## src/rtl/pc_fetch_unit.sv

```systemverilog
// Program-counter fetch stage: BOOT/RUN sequencing, sequential fetch, jump flush.
// Optional stall support is compiled in with the FETCH_STALL_EN macro.
module pc_fetch_unit #(
    parameter int DATA_W = 20,
    parameter int ADDR_W = 8
) (
    input  logic              clk,
    input  logic              reset,
    input  logic              pc_mux_sel,
    input  logic [ADDR_W-1:0] jmp_loc,
    input  logic              stall,
    input  logic [DATA_W-1:0] imem_data,
    output logic [ADDR_W-1:0] imem_addr,
    output logic [DATA_W-1:0] ins,
    output logic [ADDR_W-1:0] current_address,
    output logic              ins_valid
);

    localparam logic [0:0] BOOT = 1'b0;
    localparam logic [0:0] RUN  = 1'b1;

    logic [0:0]        state;
    logic [ADDR_W-1:0] pc;
    logic              hold;

    // Wraps naturally at 2**ADDR_W; no overflow indication is wanted.
    function automatic logic [ADDR_W-1:0] next_pc(input logic [ADDR_W-1:0] cur);
        return cur + ADDR_W'(1);
    endfunction

`ifdef FETCH_STALL_EN
    assign hold = stall;
`else
    logic unused_stall;
    assign unused_stall = stall;
    assign hold         = 1'b0;
`endif

    assign imem_addr = pc;

    // Fetch stage: jump beats stall, stall beats sequential fetch.
    always_ff @(posedge clk or posedge reset) begin
        if (reset) begin
            state           <= BOOT;
            pc              <= '0;
            ins             <= '0;
            current_address <= '0;
            ins_valid       <= 1'b0;
        end else begin
            case (state)
                BOOT: begin
                    state     <= RUN;
                    pc        <= '0;
                    ins       <= '0;
                    ins_valid <= 1'b0;
                end
                default: begin
                    if (pc_mux_sel) begin
                        pc              <= jmp_loc;
                        ins             <= '0;
                        ins_valid       <= 1'b0;
                        current_address <= pc;
                    end else if (!hold) begin
                        pc              <= next_pc(pc);
                        ins             <= imem_data;
                        ins_valid       <= 1'b1;
                        current_address <= pc;
                    end
                end
            endcase
        end
    end

endmodule

```

## config.mk

```make
export PLATFORM = sky130hd
export DESIGN_NAME = pc_fetch_unit
export DESIGN_NICKNAME = d
export VERILOG_FILES = /design/src/rtl/pc_fetch_unit.sv
export SDC_FILE = /design/constraint.sdc
export NUM_CORES = 1
export LEC_CHECK = 0
export ABC_AREA = 1
export CORE_UTILIZATION = 38
export CTS_CLUSTER_SIZE = 20
export DETAILED_ROUTE_END_ITERATION = 12
export DONT_BUFFER_PORTS = 1
export GPL_TIMING_DRIVEN = 0
export MAX_ROUTING_LAYER = met4
export PLACE_DENSITY = 0.52
export SLEW_MARGIN = 20
export SYNTH_ARGS = -nofsm -noshare
export SYNTH_HDL_FRONTEND = slang
export SYNTH_SLANG_ARGS = --single-unit
```

## constraint.sdc

```tcl
create_clock -name clk -period 1.3 [get_ports clk]
set_input_delay 0.26 -clock clk [delete_from_list [all_inputs] [get_ports clk]]
set_output_delay 0.26 -clock clk [all_outputs]
set_load 0.02 [all_outputs]
```

==> flow_metrics.env, run 1 <==
export IMPL_clock_sinks=38
export IMPL_ys_seq_area_frac=0.622
export IMPL_grtUsageMet2=0.289
export IMPL_finalSetupViolCount=0
export IMPL_antenna_cells=0
export IMPL_start_kind="register"
export IMPL_wl_per_cell_um=13.6
export IMPL_fp_coreArea_um2=3770
export IMPL_worstPathMaxFanout=5
export IMPL_leakage_uw=0.000844
export IMPL_cp_cell_sequence="ha_4 -> nand3_1 -> nor2_2 -> nand2_1 -> nand2_1 -> nor2_1 -> nor2_1"
export IMPL_numPortBuffers=0
export IMPL_grt_antenna_before_repair=0
export IMPL_tightest_slew_ns=0.762
export IMPL_insertion_delay_ns=0.28
export IMPL_irDropWorstVdd_mv=0.877
export IMPL_cp_required_ns=1.51
export IMPL_holdWs_ns=-0.00344
export IMPL_final_cells=222
export IMPL_worstSetupEndpointType="register"
export IMPL_path_class="register to register"
export IMPL_ys_types=19
export IMPL_gp_congestion=0.779
export IMPL_arrival_ns=1.41
export IMPL_grt_overflow=0
export IMPL_status="complete, but fails checks"
export IMPL_synth_warnings=0
export IMPL_clockBufferDepth=2
export IMPL_drtIter0Drc=66
export IMPL_max_stage_delay_ns=0.49
export IMPL_drc=0
export IMPL_power_density_nw_per_um2=1370
export IMPL_avgSynthCellArea_um2=9.16
export IMPL_drive_gt1_frac=0.149
export IMPL_top_usage_layer="met2"
export IMPL_grtUsageMet3=0.0660
export IMPL_grt_total_usage=0.161
export IMPL_dp_final_hpwl_um=2190
export IMPL_cap_violations=0
export IMPL_failed_checks="hold timing"
export IMPL_grt_start_max_net_pins=39
export IMPL_row_count=22
export IMPL_cts_hold_buf=0
export IMPL_postCtsSetupBuffers=0
export IMPL_slowest_stage="dfrtp_2"
export IMPL_wl_um=3010
export IMPL_min_period_over_period=0.923
export IMPL_initial_core_util=0.405
export IMPL_min_period_ns=1.20
export IMPL_ctsRootBufferMaster="clkbuf_8"
export IMPL_cts_tree="built"
export IMPL_path_buf_inv=0
export IMPL_dieArea_um2=4280
export IMPL_grt_pass1_vias=1124
export IMPL_syn_nets=200
export IMPL_synth_cells=167
export IMPL_die_w_um=65.4
export IMPL_numCtsBuffers=5
export IMPL_via_per_inst=4.77
export IMPL_placed_cells=215
export IMPL_ios=69
export IMPL_drv_slew=0
export IMPL_gr_usage_met1=0.152
export IMPL_crit_family="flip-flops"
export IMPL_rsz0062_at_grt="no"
export IMPL_fmax_mhz=833
export IMPL_drtPass1Iterations=4
export IMPL_synth_area_um2=1530
export IMPL_die_h_um=65.4
export IMPL_vias=1058
export IMPL_finClkSkew_ns=0.00524
export IMPL_hold_path_class="input port to async pin"
export IMPL_hold_viol=7
export IMPL_final_nets=207
export IMPL_grt_pass1_wl_um=4950
export IMPL_ant_nets=0
export IMPL_ys_ff_latch=38
export IMPL_h_tree_depth=2
export IMPL_layout_area_overhead_vs_synth_pct=10.1
export IMPL_slew_headroom=0.492
export IMPL_clk_pin_slew_ns=0.07
-- area by class of cell --
type                       instances  area, um2
fill                             389       2090
inverter                          12       45.0
clock buffer                       7       76.3
tap                               48       60.1
sequential                        38        957
buffer                             8       67.6
multi-input combinational        109        478
-- repair_timing --
action / 4_1_cts / 5_1_grt
endpoints found under the hold margin: 0 / 0
endpoints found under the setup margin: 1 / 3
gates resized for setup: 2 / 5
-- worst reg2reg max path, delay by kind of cell (launching register included) --
kind                       cells  cell delay [ns]
DFF                            1             0.49
and+or+nand+nor                6             0.44
adders and majority gates      1             0.19
-- registers in the layout (all words and copies together) (netlist names) --
register	count
imem_addr	8
ins	20
state	1
current_address	8
ins_valid	1
-- metrics by stage --
step	power (uW)	TNS (ns)	setup WS, ns	util	instance area, um2
5_1_grt	2430	0	0.0176	0.447	1680
4_1_cts	2330	0	0.0302	0.442	1670
6_report	2300	0	0.0995	0.447	1680
3_3_place_gp	1590	-6.10	-0.161	0.421	1590
2_1_floorplan	1540	0	0.0713	-	1530
3_5_place_dp	1590	-0.0597	-0.0597	0.421	1590
-- path summary, 6_finish.rpt --
kind	from	endpoint	slack, ns	cells after the start
max	imem_addr[0]	imem_addr[6]	0.1	7
min	reset	ins[11]	-0.003	1
max reg2reg	imem_addr[0]	imem_addr[6]	0.1	7
min reg2reg	current_address[1]	current_address[1]	0.62	2
max in group asynchronous	reset	imem_addr[4]	0.77	1
min in group clk	pc_mux_sel	ins_valid	0.04	1
-- cells in the mapped netlist, drive strengths merged --
library cell | n | area [um2]
a21oi | 1 | 5.00
a31oi | 1 | 6.26
buf | 8 | 67.6
conb | 1 | 3.75
dfrtp | 38 | 951
ha | 1 | 12.5
inv | 12 | 45.1
nand2 | 47 | 179
nand3 | 6 | 30.0
nand4 | 1 | 6.26
nor2 | 38 | 150
o21ai | 11 | 55.1
xor2 | 2 | 17.5
-- cells in the final DEF (no fill, tap or decap) --
cell type	netlist	routed
ha_4	0	1
a31oi_1	1	1
a21oi_1	1	1
buf_4	1	1
nand2_1	46	46
buf_2	3	3
nand2_2	1	1
dfrtp_2	0	5
nand3_1	6	6
clkbuf_1	0	2
nor2_1	35	35
nand4_1	1	1
clkbuf_8	0	5
xor2_1	2	2
inv_2	2	3
dfrtp_1	38	33
o21ai_1	1	1
conb_1	1	1
inv_1	10	9
buf_6	4	4
nor2_2	3	3
o21ai_0	10	10
-- logic make-up (layout without fill, tap and decap cells) --
group | after synthesis | in the layout | share of synthesized area
simple gates | 92 | 92 | 0.239
flops | 38 | 38 | 0.622
buf+inv | 20 | 27 | 0.0737
compound gates | 13 | 13 | 0.0434
xor+xnor | 2 | 2 | 0.0115
fa+ha+maj | 1 | 1 | 0.00818
other cells | 1 | 1 | 0.00245
-- where the power goes --
group	leakage (uW)	internal [uW]	switching, uW	total (uW)
Clock	0.0000383	369	363	732
Combinational	0.000311	65.6	114	179
Sequential	0.000494	1250	141	1390
Total	0.000844	1690	618	2300
-- routing by layer --
metal,vias up,share of wire
li1,516,-
met1,494,0.39
met2,42,0.52
met3,6,0.076
met4,0,0.015
met5,-,0
No activity file was read; power rests on OpenSTA's default activity.
==> run 2: changes to the inputs <==
--- a/config.mk
+++ b/config.mk
@@ -6,10 +6,13 @@
 export NUM_CORES = 1
 export LEC_CHECK = 0
 export ABC_AREA = 1
+export CORE_MARGIN = 1.5
 export CORE_UTILIZATION = 38
+export CTS_BUF_LIST = sky130_fd_sc_hd__clkbuf_16
 export CTS_CLUSTER_SIZE = 20
 export DETAILED_ROUTE_END_ITERATION = 12
 export DONT_BUFFER_PORTS = 1
+export GPL_ROUTABILITY_DRIVEN = 0
 export GPL_TIMING_DRIVEN = 0
 export MAX_ROUTING_LAYER = met4
 export PLACE_DENSITY = 0.52
==> run 2 against run 1 <==
Against the previous run: the run now ends clean; hold slack better by 0.017 ns; routed wire length is 0.17% lower; non-clock buffer count stayed put; global-route usage is 0.65 points lower; die area is 3.1% higher; total power is 15% higher; combinational power hardly changed; setup slack better by 0.025 ns; critical path depth is 1 lower; sequential power hardly changed; critical endpoint unchanged; highest routed layer unchanged.
==> flow_metrics.env, run 2 (same netlist as run 1, synthesis figures left out) <==
export IMPL_fin_ws_ns=0.125
export IMPL_cts_tree="built"
export IMPL_wl_um=3010
export IMPL_worstSetupEndpointType="register"
export IMPL_postCtsSetupBuffers=0
export IMPL_finClkSkew_ns=0.00300
export IMPL_cap_violations=0
export IMPL_dp_final_hpwl_um=2130
export IMPL_insertion_delay_ns=0.27
export IMPL_holdWs_ns=0.0132
export IMPL_clockBufferDepth=2
export IMPL_clock_sinks=38
export IMPL_hold_viol=0
export IMPL_place_ws_ns=-0.0527
export IMPL_fmax_mhz=851
export IMPL_power_density_nw_per_um2=1530
export IMPL_wl_per_cell_um=13.6
export IMPL_drc=0
export IMPL_largest_reg_flops=20
export IMPL_path_class="register to register"
export IMPL_slowest_stage="dfrtp_2"
export IMPL_drv_slew=0
export IMPL_grt_pass1_wl_um=4750
export IMPL_final_cells=221
export IMPL_status="complete, no violations"
export IMPL_grt_pass1_vias=994
export IMPL_drive_gt1_frac=0.145
export IMPL_start_kind="register"
export IMPL_cp_cell_sequence="ha_4 -> nand3_1 -> nor2_2 -> nor2_1 -> nor2_1 -> nor2_1"
export IMPL_finalSetupViolCount=0
export IMPL_vias=1030
export IMPL_initial_core_util=0.405
export IMPL_ctsRootBufferMaster="clkbuf_16"
export IMPL_rsz0062_at_grt="no"
export IMPL_via_per_inst=4.66
export IMPL_final_core_util=0.460
export IMPL_final_common_cell="nand2_1"
export IMPL_die_w_um=66.4
export IMPL_leakage_uw=0.000870
export IMPL_cp_required_ns=1.46
export IMPL_slew_headroom=0.475
export IMPL_nFillCells=372
export IMPL_placed_cells=215
export IMPL_irDropWorstVdd_mv=0.787
export IMPL_numPortBuffers=0
export IMPL_cts_hold_buf=0
export IMPL_crit_path_frequent_cell="nor2_1"
export IMPL_crit_family="flip-flops"
export IMPL_antenna_cells=0
export IMPL_dieArea_um2=4410
export IMPL_row_count=22
export IMPL_grt_total_usage=0.155
export IMPL_min_period_over_period=0.904
export IMPL_layout_area_overhead_vs_synth_pct=13.5
export IMPL_layout_common_cells="nand2_1, nor2_1, dfrtp_1"
export IMPL_numCtsBuffers=5
export IMPL_post_cts_resized=2
export IMPL_worstPathMaxFanout=5
export IMPL_largest_register="ins"
export IMPL_max_stage_delay_ns=0.48
export IMPL_hold_path_class="input port to async pin"
export IMPL_die_h_um=66.4
export IMPL_arrival_ns=1.34
export IMPL_drtIter0Drc=53
export IMPL_fp_coreArea_um2=3770
export IMPL_grt_start_max_net_pins=39
export IMPL_drtPass1Iterations=4
export IMPL_tightest_slew_ns=0.786
export IMPL_path_buf_inv=0
export IMPL_ant_nets=0
export IMPL_h_tree_depth=2
export IMPL_final_nets=207
export IMPL_ios=69
export IMPL_grt_antenna_before_repair=0
export IMPL_grt_overflow=0
export IMPL_clk_pin_slew_ns=0.05
export IMPL_min_period_ns=1.18
==> run 2: cell types whose count changed in the layout (fill, tap and decap cells not counted), sizes merged <==
cell and change:
clkbuf -2, clkinv +1
==> run 2: final timing paths <==
kind	startpoint	endpoint	slack [ns]	cells after the start
min in group clk	pc_mux_sel	ins_valid	0.05	1
hold / removal	reset	ins[12]	0.01	1
max in group asynchronous	reset	imem_addr[2]	0.73	1
hold reg to reg	imem_addr[0]	imem_addr[0]	0.61	1
setup reg to reg	imem_addr[0]	imem_addr[6]	0.12	6
setup / recovery	imem_addr[0]	imem_addr[6]	0.12	6
==> run 2: layout make-up <==
class | instances | area, um2 | share of cell area
Tap cell | 48 | 60.1 | 0.0346
Sequential cell | 38 | 956 | 0.551
Clock buffer | 5 | 125 | 0.0721
Inverter | 12 | 45.0 | 0.0260
Buffer | 8 | 67.6 | 0.0389
Clock inverter | 1 | 3.75 | 0.00216
Multi-Input combinational cell | 109 | 478 | 0.275
==> run 2: per-layer routing <==
layer | global-route usage | wire length, um
met5 | - | 0
met4 | 0.0536 | 27
met3 | 0.0750 | 268
met2 | 0.241 | 1470
met1 | 0.173 | 1240
==> run 2: worst reg2reg max path, stage by stage, from the launching register on <==
cell     delay, ns
dfrtp_2       0.48
ha_4          0.18
nand3_1       0.09
nor2_2        0.13
nor2_1        0.05
nor2_1        0.10
nor2_1        0.04
==> run 2: through the flow <==
stage          TNS (ns)  power, uW  instance area (um2)
6_report              0       2660                 1740
5_1_grt               0       2790                 1740
4_1_cts               0       2690                 1720
3_5_place_dp    -0.0527       1590                 1590
3_3_place_gp      -6.01       1590                 1590
2_1_floorplan         0       1540                 1530
==> run 2: where the power goes <==
part | internal [uW] | total [uW] | leakage, uW | switching (uW)
sequential | 1250 | 1400 | 0.000496 | 141
clock | 680 | 1080 | 0.0000632 | 402
combinational | 65.2 | 178 | 0.000311 | 113
total | 2000 | 2660 | 0.000870 | 657
==> run 3: changes to the inputs <==
==> constraint.sdc (replaced) <==
create_clock -name clk -period 1.45 [get_ports clk]
set_input_delay 0.29 -clock clk [delete_from_list [all_inputs] [get_ports clk]]
set_output_delay 0.29 -clock clk [all_outputs]
set_load 0.02 [all_outputs]
==> run 3 against run 2 <==
Against the previous run: first-iteration DRC count unchanged; design area is 0.86% lower; via count decreased by 0.19%; non-clock buffer count stayed put; maximum frequency decreased by 5.9%; global-route usage unchanged; critical endpoint unchanged; largest power group unchanged.
==> flow_metrics.env, run 3 (same netlist as run 1, synthesis figures left out) <==
export IMPL_status="complete, no violations"
export IMPL_cts_tree="built"
export IMPL_startpoint="imem_addr[0]"
export IMPL_multiInputGateArea_um2=465
export IMPL_ctsRootBufferMaster="clkbuf_16"
export IMPL_power_density_nw_per_um2=1380
export IMPL_vias=1028
export IMPL_min_period_ns=1.25
export IMPL_slew_headroom=0.474
export IMPL_antenna_cells=0
export IMPL_hold_viol=0
export IMPL_dp_final_hpwl_um=2130
export IMPL_irDropWorstVdd_mv=0.708
export IMPL_fp_coreArea_um2=3770
export IMPL_wl_um=3010
export IMPL_ios=69
export IMPL_wl_per_cell_um=13.6
export IMPL_grt_total_usage=0.155
export IMPL_grt_pass1_wl_um=4750
export IMPL_initial_core_util=0.405
export IMPL_reg2reg_slack_ns=0.20
export IMPL_holdWs_ns=0.0440
export IMPL_grt_overflow=0
export IMPL_wl_met1_um=1250
export IMPL_numCtsBuffers=5
export IMPL_clock_sinks=38
export IMPL_grt_start_max_net_pins=39
export IMPL_setup_worst_path_end="imem_addr[6]"
export IMPL_r2r_end="imem_addr[6]"
export IMPL_finClkSkew_ns=0.00314
export IMPL_die_h_um=66.4
export IMPL_numPortBuffers=0
export IMPL_wl_met2_um=1470
export IMPL_layout_common_cells="nand2_1, dfrtp_1, nor2_1"
export IMPL_grt_pass1_vias=994
export IMPL_hold_path_class="input port to async pin"
export IMPL_worstPathMaxFanout=5
export IMPL_largest_reg_flops=20
export IMPL_fmax_mhz=801
export IMPL_tightest_slew_ns=0.787
export IMPL_drv_slew=0
export IMPL_dieArea_um2=4410
export IMPL_h_tree_depth=2
export IMPL_dr_max_layer_used="met4"
export IMPL_cp_required_ns=1.61
export IMPL_wl_met3_um=265
export IMPL_largest_register="ins"
export IMPL_finalSetupViolCount=0
export IMPL_path_class="register to register"
export IMPL_drtIter0Drc=53
export IMPL_via_per_inst=4.65
export IMPL_ff2ff_path_depth=6
export IMPL_nFillCells=375
export IMPL_cap_violations=0
export IMPL_start_kind="register"
export IMPL_seq_area_um2=953
export IMPL_insertion_delay_ns=0.27
export IMPL_final_common_cell="nand2_1"
export IMPL_drive_gt1_frac=0.127
export IMPL_clockBufferDepth=2
export IMPL_leakage_uw=0.000874
export IMPL_rsz0062_at_grt="no"
export IMPL_die_w_um=66.4
export IMPL_arrival_ns=1.41
export IMPL_row_count=22
export IMPL_clk_pin_slew_ns=0.05
export IMPL_finalSetupTns_ns=0
export IMPL_min_period_over_period=0.861
export IMPL_layout_area_overhead_vs_synth_pct=12.5
export IMPL_drc=0
export IMPL_finalPower_uw=2380
export IMPL_cts_hold_buf=0
export IMPL_drtPass1Iterations=4
export IMPL_grt_antenna_before_repair=0
export IMPL_ant_nets=0
export IMPL_reg2reg_from="imem_addr[0]"
export IMPL_worstSetupEndpointType="register"
export IMPL_final_nets=207
run 3: cell counts in the layout (fill, tap and decap cells not counted):
Identical to the previous run, type by type.
run 3: worst min path at each step:
stage,start,slack [ns],to,depth (start not counted)
after CTS,reset,0.07,ins[0],1
after detailed placement,reset,0.36,ins[6],1
after global placement,pc_mux_sel,0.36,ins_valid,1
final,reset,0.04,ins[12],1
after floorplan,pc_mux_sel,0.36,ins_valid,1
after global routing,pc_mux_sel,0.07,ins_valid,1
run 3: area by class of cell:
type | count | share of cell area
multi-input combinational | 109 | 0.271
inverter | 12 | 0.0262
clock inverter | 1 | 0.00218
clock buffer | 5 | 0.0727
buffer | 8 | 0.0393
tap | 48 | 0.0349
sequential | 38 | 0.554
run 3: per-stage QoR:
stage,setup slack (ns),instances,cell area [um2],util
final,0.202,221,1720,0.456
after global routing,0.0883,221,1720,0.456
after CTS,0.0907,221,1720,0.456
after detailed placement,0.0973,215,1590,0.421
after global placement,-0.0389,215,1590,0.421
after floorplan,0.221,167,1530,-
run 3: layer usage:
layer,vias up,GRT usage
met3,4,0.0750
li1,519,-
met2,43,0.241
met1,462,0.173
met5,-,-
met4,0,0.0536
run 3: power breakdown:
part	switching, uW	internal [uW]	leakage (uW)	total [uW]
Sequential	124	1120	0.000498	1250
Combinational	101	56.2	0.000312	157
Clock	361	610	0.0000632	971
Total	587	1790	0.000874	2380
run 3: what timing repair did:
action	CTS	global route
gates resized for setup	0	2
setup endpoints to repair	0	1
buffers inserted	0	0
run 3: critical path, stage by stage (launching register included):
cell     delay [ns]
dfrtp_2        0.46
ha_1           0.25
nand3_1        0.11
nor2_2         0.13
nor2_1         0.05
nor2_1         0.10
nor2_1         0.04
